[src/rtl/ysyx_220053_lsu.sv]
// Load/store unit: accepts one EXU request, issues one aligned 64-bit memory
// access, and holds the formatted result until the consumer takes it.
module ysyx_220053_lsu (
   input  logic        clk,
   input  logic        rst,
   input  logic        in_valid,
   output logic        in_ready,
   input  logic        in_ren,
   input  logic        in_wen,
   input  logic [2:0]  in_memop,
   input  logic [63:0] in_addr,
   input  logic [63:0] in_wdata,
   input  logic [4:0]  in_rd,
   output logic        mem_req,
   output logic        mem_we,
   output logic [63:0] mem_addr,
   output logic [63:0] mem_wdata,
   output logic [7:0]  mem_wmask,
   input  logic        mem_gnt,
   input  logic        mem_rvalid,
   input  logic [63:0] mem_rdata,
   output logic        out_valid,
   input  logic        out_ready,
   output logic [63:0] out_rdata,
   output logic [4:0]  out_rd,
   output logic        out_rfwen,
   output logic        out_err
);

   typedef enum logic [1:0] {IDLE, REQ, WAIT, DONE} state_t;

   state_t      state;
   logic        ren_q;
   logic        wen_q;
   logic [2:0]  memop_q;
   logic [63:0] addr_q;
   logic [63:0] wdata_q;
   logic [4:0]  rd_q;

   logic        misaligned;
   logic        req_err;
   logic [7:0]  size_mask;
   logic [63:0] rd_shifted;
   logic [63:0] load_val;

   // Request validity is judged on the raw inputs so an illegal request never leaves IDLE toward memory.
   always_comb begin
      misaligned = 1'b0;
      case (in_memop[1:0])
         2'd0: misaligned = 1'b0;
         2'd1: misaligned = in_addr[0];
         2'd2: misaligned = |in_addr[1:0];
         2'd3: misaligned = |in_addr[2:0];
         default: misaligned = 1'b0;
      endcase
      req_err = (in_ren & in_wen) | ~(in_ren | in_wen) | (in_ren & (&in_memop)) | misaligned;
   end

   always_comb begin
      size_mask = 8'h00;
      case (memop_q[1:0])
         2'd0: size_mask = 8'h01;
         2'd1: size_mask = 8'h03;
         2'd2: size_mask = 8'h0F;
         2'd3: size_mask = 8'hFF;
         default: size_mask = 8'h00;
      endcase
   end

   always_comb begin
      rd_shifted = mem_rdata >> {addr_q[2:0], 3'b000};
      load_val   = '0;
      case (memop_q)
         3'b000: load_val = {{56{rd_shifted[7]}}, rd_shifted[7:0]};
         3'b001: load_val = {{48{rd_shifted[15]}}, rd_shifted[15:0]};
         3'b010: load_val = {{32{rd_shifted[31]}}, rd_shifted[31:0]};
         3'b011: load_val = rd_shifted;
         3'b100: load_val = {56'd0, rd_shifted[7:0]};
         3'b101: load_val = {48'd0, rd_shifted[15:0]};
         3'b110: load_val = {32'd0, rd_shifted[31:0]};
         default: load_val = '0;
      endcase
   end

   assign in_ready  = (state == IDLE);
   assign mem_req   = (state == REQ);
   assign out_valid = (state == DONE);
   assign mem_addr  = {addr_q[63:3], 3'b000};
   assign mem_we    = wen_q;
   assign mem_wmask = wen_q ? (size_mask << addr_q[2:0]) : 8'h00;
   assign mem_wdata = wdata_q << {addr_q[2:0], 3'b000};

   always_ff @(posedge clk or posedge rst) begin
      if (rst) begin
         state     <= IDLE;
         ren_q     <= 1'b0;
         wen_q     <= 1'b0;
         memop_q   <= '0;
         addr_q    <= '0;
         wdata_q   <= '0;
         rd_q      <= '0;
         out_rdata <= '0;
         out_rd    <= '0;
         out_rfwen <= 1'b0;
         out_err   <= 1'b0;
      end else begin
         case (state)
            IDLE: begin
               if (in_valid) begin
                  ren_q     <= in_ren;
                  wen_q     <= in_wen;
                  memop_q   <= in_memop;
                  addr_q    <= in_addr;
                  wdata_q   <= in_wdata;
                  rd_q      <= in_rd;
                  out_rd    <= in_rd;
                  out_rdata <= '0;
                  out_rfwen <= 1'b0;
                  out_err   <= req_err;
                  state     <= req_err ? DONE : REQ;
               end
            end
            REQ: begin
               if (mem_gnt) begin
                  state <= ren_q ? WAIT : DONE;
               end
            end
            WAIT: begin
               if (mem_rvalid) begin
                  out_rdata <= load_val;
                  out_rfwen <= (rd_q != 5'd0);
                  state     <= DONE;
               end
            end
            DONE: begin
               if (out_ready) begin
                  state <= IDLE;
               end
            end
            default: state <= IDLE;
         endcase
      end
   end

endmodule
[config.mk]
export PLATFORM = sky130hd
export DESIGN_NAME = ysyx_220053_lsu
export DESIGN_NICKNAME = d
export VERILOG_FILES = /design/src/rtl/ysyx_220053_lsu.sv
export SDC_FILE = /design/constraint.sdc
export NUM_CORES = 1
export LEC_CHECK = 0
export BUFFER_PORTS_ARGS = -buffer_cell sky130_fd_sc_hd__buf_2
export CAP_MARGIN = 20
export CORE_ASPECT_RATIO = 1.25
export CORE_UTILIZATION = 40
export CTS_CLUSTER_SIZE = 24
export DETAILED_ROUTE_END_ITERATION = 8
export GPL_ROUTABILITY_DRIVEN = 0
export MAX_ROUTING_LAYER = met4
export PLACE_DENSITY = 0.66
export SLEW_MARGIN = 20
export SYNTH_ARGS = -nofsm -noshare
export SYNTH_HDL_FRONTEND = slang
export SYNTH_SLANG_ARGS = --single-unit
[constraint.sdc]
create_clock -name clk -period 8.7 [get_ports clk]
set_clock_uncertainty 0.2 [all_clocks]
set_input_delay 0.87 -clock clk [delete_from_list [all_inputs] [get_ports clk]]
set_output_delay 0.87 -clock clk [all_outputs]
set_load 0.03 [all_outputs]
* Yosys cells after proc, flatten, opt, wreduce, memory -nomap -nowiden
Index checks and enable logic that the tools add are counted.
Word-level totals: register bits after elaboration 206, input port bits 208, output and inout port bits 211
Cells by class: equal/unequal tests 19, shifts and indexed selects 3, multiplexer cells 17, bitwise gates (word level) 7, reduce and logical (&&, ||, !) cells 12
Operator list (count):
- 64-bit case mux with 7 select lines | 1
- 64-bit 2-to-1 mux | 2
- 64-bit case mux with 2 select lines | 1
- 64-bit by 6-bit left shift with 64-bit output | 1
- 64-bit by 6-bit right shift with 64-bit output | 1
- 8-bit case mux with 4 select lines | 1
- 2-bit == test, second input constant | 6
- 2-bit 2-to-1 mux | 5
- 3-bit == test, second input constant | 3
- 8-bit 2-to-1 mux | 1
- 2-bit case mux with 4 select lines | 1
- 8-bit by 3-bit left shift with 8-bit output | 1
- 2-bit by 1-bit == test with 1-bit output, second input constant | 3
- 3-bit by 2-bit == test with 1-bit output, second input constant | 2
- 2-bit zero test | 3
- 3-bit AND reduction | 2
- 5-bit nonzero test | 1
- 2-bit by 1-bit inequality test with 1-bit output, second input constant | 2
- 2-bit inequality test, second input constant | 2
- 1-bit bitwise OR | 4
- 1-bit case mux with 4 select lines | 1
- 4-bit AND reduction | 1
- 3-bit by 1-bit == test with 1-bit output, second input constant | 1
- 3-bit zero test | 1
- 8 further kinds | 11

* Logic depth before layout (Yosys ltp)
Gate-level depths: netlist of run 1.
word-level depth 8, mapped depth 11

* Worst setup path before layout of run 1
No wires, ideal clock.
path kind register to output, start point register addr_q[1], end point output port mem_wmask[2], data arrival time 2.218 ns, data required time 7.630 ns, slack 5.412 ns, stages on the path, launching flop included 8, cell sequence dfrtp_1 buf_2 buf_2 buf_4 buf_2 buf_2 a211oi_1 a211oi_1
On the way: longest elaborated chain between the ends 2
Ends and longest elaborated chain:
- start, declared | RTL line 36 | logic [63:0] addr_q;
- start signal, assigned | RTL line 113 | addr_q <= in_addr;
- 8-bit by 3-bit left shift with 8-bit output | RTL line 90 | assign mem_wmask = wen_q ? (size_mask << addr_q[2:0]) : 8'h00;
- 8-bit 2-to-1 mux | RTL line 90
- end, declared | RTL line 18 | output logic [7:0] mem_wmask,
Every way passes these cells.

* Final worst setup path of run 1
start point register addr_q[0], end point output port mem_wdata[39]
On the way: longest elaborated chain between the ends 1
Ends and longest elaborated chain:
- 64-bit by 6-bit left shift with 64-bit output | RTL line 91 | assign mem_wdata = wdata_q << {addr_q[2:0], 3'b000};
- end, declared | RTL line 17 | output logic [63:0] mem_wdata,
Every way passes these cells.

==> qor.csv, run 1 <==
stage,metric,value,unit
floorplan,start_util,41.1,%
power,seqPwrFrac,26.4,%
synth,synth_most_common_cell,dfrtp_1,
synth,synth_cell_types,54,
floorplan,dieArea,0.0311,mm2
setup_path,cp-end-kind,output pin,
cells_and_area,design_area,0.0148,mm2
run_status,outcome,completed,
sta,setup_slack,4170,ps
place,placed_cell_area,0.0139,mm2
synth,syn_area,0.0121,mm2
place,dp_hpwl,29.7,mm
sta,post-route-min-period,4530,ps
routing,via_per_inst,5.65,
global_route,antenna_found_initial,12,
power,power.total,7.17,mW
place,portBuffers,415,
sta,tightest_slew,1150,ps
global_route,grt_pass1_wl,62.1,mm
setup_path,startpoint_type,register,
power,powerDensity,485,mW/mm2
cts,clk_latency,510,ps
global_route,grt_max_degree,137,
sta,worst_hold_slack,274,ps
cells_and_area,num-nets-final,1678,
synth,ys_async_sr_fraction,100,%
synth,yosys.area.top_type,dfrtp_1,
floorplan,fp-row-count,70,
synth,synth_cells,1174,
place,pre_cts_ws,4480,ps
run,maxCapViolations,0,
cts,cts_tree,done,
synth,ys.warnings.count,0,
synth,synth_edf_count,0,
sta,final-hold-violation-count,0,
cts,numCtsBuffers,24,
cts,postCtsHoldBufs,0,
sta,max_freq,0.221,GHz
power,p_clk_share,15.1,%
power,switching_power,3.62,mW
cts,root_buffer,clkbuf_16,
synth,synthTopCellsByArea,"dfrtp_1 42%, mux2_2 17%, mux2i_1 9.5%, buf_4 4.3%, nand2_1 2.9%",
routing,drt_iter0_drc,744,
cells_and_area,drive_above_1_share,44.3,%
sta,slew_headroom,23.0,%
setup_path,worstPathRequired,7630,ps
setup_path,cp_data_arrival_time,3460,ps
floorplan,ios,419,
synth,syn_area_per_cell,10.3,um2
sta,fin_setup_tns,0,ps
synth,synth_common_cells,"206 x dfrtp_1, 179 x mux2_2, 115 x mux2i_1, 95 x nand2_1, 69 x buf_4",
cells_and_area,area_delta_synth_final,21.8,%
global_route,grt_use_total,27.0,%
cts,clkTransAtPathRegs,60,ps
routing,vias,10700,
routing,wl,41.4,mm
cts,h-tree-depth,1,
synth,synth_top_area_share,42.5,%
sta,grt_setup_unrepaired,no,
routing,antenna_left,0,
routing,drc,0,
routing,routedWlPerCell,21.9,um
power,intPower,3.55,mW
sta,setup-violations-final,0,
cts,clkSinkCount,206,
power,switching_share,50.5,%
power,p_leak,7.40,nW
setup_path,criticalPathCategory,register to output pin,
synth,ys_seq_area_share,42.5,%
cts,postCtsSetupRepairBufs,0,
synth,ys.flop_type,dfrtp_1,
sta,period_share,52.1,%
power,peakVddDrop,0.000384,V
sta,finalMaxSlewViolations,0,
floorplan,die_w,158,um
floorplan,core,0.0295,mm2
floorplan,die_h,197,um
synth,ys_ff_latch,206,
cts,post_cts_resized,0,
routing,dr.pass1.iters,5,
cts,cts_buffer_depth,3,
global_route,globalRoute.totalOverflow,0,
min_path,hold_path_class,register to register,
global_route,grt_pass1_vias,10700,
setup_path,crit_fanout,108,
power,power_frac_comb,58.6,%
layout make-up:
| type | count | area [um2] |
|---|---|---|
| antenna | 11 | 27.5 |
| clock buffer | 36 | 717 |
| clock inverter | 7 | 118 |
| fill | 2773 | 14700 |
| inverter | 7 | 33.8 |
| multi-input combinational | 800 | 6060 |
| sequential | 206 | 5170 |
| tap | 396 | 495 |
| timing repair buffer | 427 | 2170 |
placed cells by master, fill, tap and decap left out, types with 13 or more instances in the layout:
| cell type | netlist | layout |
|---|---|---|
| nand2_1 | 95 | 94 |
| mux2i_1 | 115 | 115 |
| a211oi_1 | 38 | 38 |
| nand3_1 | 18 | 18 |
| mux2_2 | 179 | 179 |
| nor2b_1 | 15 | 14 |
| o211ai_1 | 19 | 19 |
| a211o_1 | 13 | 13 |
| a221oi_1 | 18 | 18 |
| o21ai_0 | 58 | 57 |
| dfrtp_1 | 206 | 203 |
| nor2_1 | 68 | 68 |
| a21oi_1 | 44 | 44 |
| clkbuf_16 | 0 | 25 |
| buf_2 | 25 | 415 |
| o22ai_1 | 33 | 33 |
critical path, cell delays in order (launching register included):
cell and delay, ps:
dfrtp_4 390, buf_4 710, buf_6 700, nor2b_1 210, buf_4 290, a21oi_1 110, o22ai_1 140, buf_2 250
path summary, 6_finish.rpt:
| path | endpoint | depth (start not counted) | slack, ps | startpoint |
|---|---|---|---|---|
| setup reg to reg | out_rdata[21] | 7 | 4730 | addr_q[0] |
| setup / recovery | mem_wdata[39] | 7 | 4170 | addr_q[0] |
| hold reg to reg | out_err | 1 | 270 | out_err |
| hold / removal | out_err | 1 | 270 | out_err |
| max in group asynchronous | addr_q[9] | 3 | 6270 | rst |
| min in group asynchronous | addr_q[20] | 2 | 370 | rst |
flip-flops by register name, indices dropped and copies added (netlist names):
| signal | flops |
|---|---|
| out_rdata | 64 |
| rd_q | 5 |
| state | 2 |
| memop_q | 3 |
| out_rfwen | 1 |
| mem_we | 1 |
| wdata_q | 64 |
| addr_q | 64 |
| ren_q | 1 |
| out_err | 1 |
per-layer routing:
metal	vias to the layer above	wire length (um)	track usage (%)
met5	-	0	-
met2	596	20500	45.3
met1	5172	15500	30.7
met4	0	2050	13.4
met3	116	3330	5.12
li1	4787	-	-
cell families (layout without fill, tap and decap cells):
logic type               count (synthesis)  after routing  share of synthesized area, %
multiplexers                           294            294                          26.1
AO/OA/AOI/OAI                          253            253                          13.7
AND/OR/NAND/NOR                        244            244                          9.25
flip-flops                             206            206                          42.5
buffers and inverters                  170            477                          7.90
adder cells (fa/ha/maj)                  4              4                         0.412
XOR/XNOR                                 2              2                         0.144
other                                    1             14                        0.0309
power groups by stage:
stage	clock network, mW	logic (mW)	registers (mW)
after global routing	1.13	4.48	1.95
after CTS	1.10	4.19	1.88
after detailed placement	0	4.18	1.89
after global placement	0	4.14	1.88
after floorplan	0	3.12	1.91
final	1.08	4.20	1.89
stage by stage:
stage | util (%) | instances
detailed placement | 47.2 | 1836
floorplan | - | 1176
global placement | 47.2 | 1836
CTS | 50.0 | 1879
finish | 50.1 | 1890
global route | 50.1 | 1890
Power figures use the tool's default switching activity.
==> run 2, diff against run 1 <==
--- a/config.mk
+++ b/config.mk
@@ -5,6 +5,7 @@
 export SDC_FILE = /design/constraint.sdc
 export NUM_CORES = 1
 export LEC_CHECK = 0
+export ABC_AREA = 1
 export BUFFER_PORTS_ARGS = -buffer_cell sky130_fd_sc_hd__buf_2
 export CAP_MARGIN = 20
 export CORE_ASPECT_RATIO = 1.25
@@ -13,7 +14,7 @@
 export DETAILED_ROUTE_END_ITERATION = 8
 export GPL_ROUTABILITY_DRIVEN = 0
 export MAX_ROUTING_LAYER = met4
-export PLACE_DENSITY = 0.66
+export PLACE_DENSITY = 0.69
 export SLEW_MARGIN = 20
 export SYNTH_ARGS = -nofsm -noshare
 export SYNTH_HDL_FRONTEND = slang
==> constraint.sdc (replaced) <==
create_clock -name clk -period 3.79 [get_ports clk]
set_clock_uncertainty 0.2 [all_clocks]
set_input_delay 0.379 -clock clk [delete_from_list [all_inputs] [get_ports clk]]
set_output_delay 0.379 -clock clk [all_outputs]
set_load 0.03 [all_outputs]
==> run 2 against run 1 <==
Net effect:
- utilization grew 3.8 points
- via count increased by 19%
- critical endpoint is now mem_wdata[41]
- sequential power grew 120%
- non-clock buffer count up 155
==> qor.csv, run 2 <==
stage,metric,value,unit,change
run_status,outcome,completed,,unchanged
setup_path,crit_path_cell_trace,"inv_2, buf_4, nand2_1, o21ai_0, buf_2",,"was buf_4, buf_6, nor2b_1, buf_4, a21oi_1, o22ai_1, buf_2"
power,switching_share,54.2,%,was 50.5%
routing,wl,47.6,mm,was 41.4 mm
floorplan,die_h,198,um,was 197 um
setup_path,criticalPathCategory,register to output pin,,unchanged
floorplan,start_util,40.8,%,was 41.1%
min_path,hold-path-cell-count,5,,was 1
setup_path,critical_path_buf_inv_count,3,,was 4
power,p_leak,8.48,nW,was 7.40 nW
synth,synth_common_cells,"472 x nand2_1, 206 x dfrtp_1, 117 x mux2_2, 106 x o21ai_0, 97 x nor2_1",,"was 206 x dfrtp_1, 179 x mux2_2, 115 x mux2i_1, 95 x nand2_1, 69 x buf_4"
routing,drt_iter0_drc,1112,,was 744
setup_path,cp-end-kind,output pin,,unchanged
cts,postCtsSetupRepairBufs,0,,unchanged
synth,syn_area_per_cell,8.08,um2,was 10.3 um2
sta,fin_setup_tns,0,ps,unchanged
global_route,grt_pass1_wl,72.2,mm,was 62.1 mm
power,peakVddDrop,0.000633,V,was 0.000384 V
cts,post_cts_resized,0,,unchanged
setup_path,startpoint_type,register,,unchanged
global_route,antenna_found_initial,2,,was 12
cells_and_area,num-nets-final,2172,,"was 1,678"
synth,ys.warnings.count,0,,unchanged
routing,drc,0,,unchanged
floorplan,fp-row-count,71,,was 70
place,dpl.cell_count,2198,,"was 1,836"
setup_path,crit_fanout,52,,was 108
cells_and_area,reg_top3,"addr_q: 64 flops, out_rdata: 64 flops, wdata_q: 64 flops",,unchanged
sta,tightest_slew,976,ps,was 1150 ps
cts,cts_buffer_depth,3,,unchanged
cts,h-tree-depth,1,,unchanged
cts,root_buffer,clkbuf_16,,unchanged
sta,grt_setup_unrepaired,no,,unchanged
power,switching_power,9.10,mW,was 3.62 mW
routing,vias,12700,,"was 10,700"
floorplan,dieArea,0.0314,mm2,was 0.0311 mm2
synth,synth_edf_count,0,,unchanged
setup_path,critPathTopFamily,buffers and inverters,,unchanged
sta,post-route-min-period,3510,ps,
synth,ys_seq_area_share,42.0,%,was 42.5%
global_route,globalRoute.totalOverflow,0,,unchanged
power,power_frac_comb,62.2,%,was 58.6%
sta,final-hold-violation-count,0,,unchanged
synth,synth_cell_types,41,,was 54
sta,period_share,92.7,%,
power,intPower,7.68,mW,was 3.55 mW
cells_and_area,final_cell_mix,"471 x nand2_1, 415 x buf_2, 203 x dfrtp_1",,"was 415 x buf_2, 203 x dfrtp_1, 179 x mux2_2"
cts,clkTransAtPathRegs,70,ps,was 60 ps
power,p_clk_share,13.5,%,was 15.1%
floorplan,core,0.0301,mm2,was 0.0295 mm2
synth,synth_top_area_share,42.0,%,was 42.5%
floorplan,die_w,159,um,was 158 um
place,portBuffers,415,,unchanged
synth,synth_most_common_cell,nand2_1,,was dfrtp_1
synth,synthTopCellsByArea,"dfrtp_1 42%, nand2_1 14%, mux2_2 11%, buf_4 4.4%, o21ai_0 4.3%",,"was dfrtp_1 42%, mux2_2 17%, mux2i_1 9.5%, buf_4 4.3%, nand2_1 2.9%"
global_route,grt_pass1_vias,12800,,"was 10,700"
cells_and_area,design_area,0.0162,mm2,was 0.0148 mm2
place,dp_hpwl,33.3,mm,was 29.7 mm
cts,cts_tree,done,,unchanged
power,seqPwrFrac,24.3,%,was 26.4%
routing,routedWlPerCell,20.0,um,was 21.9 um
global_route,grt_use_total,30.6,%,was 27.0%
cells_and_area,instances_no_fill,2379,,"was 1,890"
setup_path,cpPeakStageDelay,630,ps,was 710 ps
power,powerDensity,1030,mW/mm2,was 485 mW/mm2
place,placed_cell_area,0.0141,mm2,was 0.0139 mm2
routing,via_per_inst,5.32,,was 5.65
sta,slew_headroom,34.9,%,was 23.0%
sta,setup-violations-final,0,,unchanged
synth,ys_ff_latch,206,,unchanged
cells_and_area,area_delta_synth_final,32.1,%,was 21.8%
global_route,grt_max_degree,73,,was 137
floorplan,ios,419,,unchanged
run,maxCapViolations,0,,unchanged
setup_path,crit_slowest_cell,dfrtp_4,,was buf_4
cells_and_area,drive_above_1_share,31.2,%,was 44.3%
synth,ys.flop_type,dfrtp_1,,unchanged
sta,max_freq,0.285,GHz,
setup_path,cp_data_arrival_time,2930,ps,was 3460 ps
setup_path,crit_cells,5,,was 7
routing,dr.pass1.iters,6,,was 5
synth,yosys.area.top_type,dfrtp_1,,unchanged
setup_path,r2r_cells,10,,was 7
cts,clk_latency,520,ps,was 510 ps
sta,finalMaxSlewViolations,0,,unchanged
cells_and_area,layout_commonest_cell,nand2_1,,was buf_2
synth,syn_area,0.0123,mm2,was 0.0121 mm2
routing,antenna_left,0,,unchanged
cts,clkSinkCount,206,,unchanged
cts,numCtsBuffers,22,,was 24
synth,synth_cells,1521,,"was 1,174"
synth,ys_async_sr_fraction,100,%,unchanged
setup_path,worstPathRequired,3210,ps,was 7630 ps
min_path,hold_path_class,input port to register,,was register to register
[run 2: cell count changes after synthesis, sizes merged, moves of 31 or more]
| cell | previous run | this run |
|---|---|---|
| nand2 | 95 | 475 |
| o21ai | 58 | 142 |
| mux2i | 115 | 34 |
| mux2 | 179 | 117 |
| inv | 7 | 66 |
| nand3 | 18 | 76 |
| buf | 114 | 151 |
| a211oi | 38 | 2 |
| clkbuf | 49 | 18 |
| nand4 | 2 | 33 |
[run 2: path summary, 6_finish.rpt]
check                               from       endpoint  slack (ps)
setup reg to reg               addr_q[0]  out_rdata[27]         750
hold reg to reg            out_rdata[44]  out_rdata[44]         280
min in group asynchronous            rst     addr_q[63]         420
setup / recovery               addr_q[1]  mem_wdata[41]         280
hold / removal             mem_rdata[58]  out_rdata[58]          40
max in group asynchronous            rst    wdata_q[21]        2130
[run 2: what timing repair did]
item	in CTS	in global routing
hold endpoints to repair	168	0
setup endpoints to repair	0	0
hold buffers	139	0
[run 2: tightest hold or removal path: stages]
cell     delay, ps
buf_2           90
nand3_1         70
nand4_1         90
nand2_1         50
nand2_1         50
[run 2: area by class of cell]
type	count	area, um2
sequential	206	5160
inverter	67	255
timing repair buffer	582	3740
tap	401	502
clock buffer	29	618
fill	2776	13900
multi-input combinational	1081	5830
antenna	3	7.51
clock inverter	10	114
[run 2: metal layers]
metal	track usage, %	vias up	share of wire (%)
li1	-	5835	-
met1	34.2	5984	37
met2	52.5	697	49
met3	4.90	148	8.1
met4	16.5	0	5.7
met5	-	-	0
[run 2: cells by family (layout without fill, tap and decap cells)]
family                     after synthesis  after routing  synth area share [%]
AOI/OAI and AO/OA                      232            232                  10.3
and+or+nand+nor                        691            691                  23.1
muxes                                  151            151                  13.5
other                                    1              6                0.0305
adders and majority gates                4              4                 0.407
DFF                                    206            206                  42.0
buffers and inverters                  236            688                  10.7
[run 2: power groups by stage]
stage / Sequential [mW] / Combinational [mW] / Clock [mW]
global route: 4.19 / 11.2 / 2.36
CTS: 4.04 / 10.3 / 2.28
floorplan: 4.33 / 7.28 / 0
global placement: 4.04 / 10.1 / 0
detailed placement: 4.07 / 10.2 / 0
finish: 4.08 / 10.4 / 2.26
[run 2: per-stage QoR]
stage	power [mW]	util (%)	worst slack, ps	hold WS, ps
floorplan	11.6	-	539	274
global placement	14.1	46.8	877	256
detailed placement	14.2	46.8	817	261
CTS	16.6	53.9	266	18.1
global route	17.7	53.9	140	83.8
finish	16.8	53.9	277	39.3
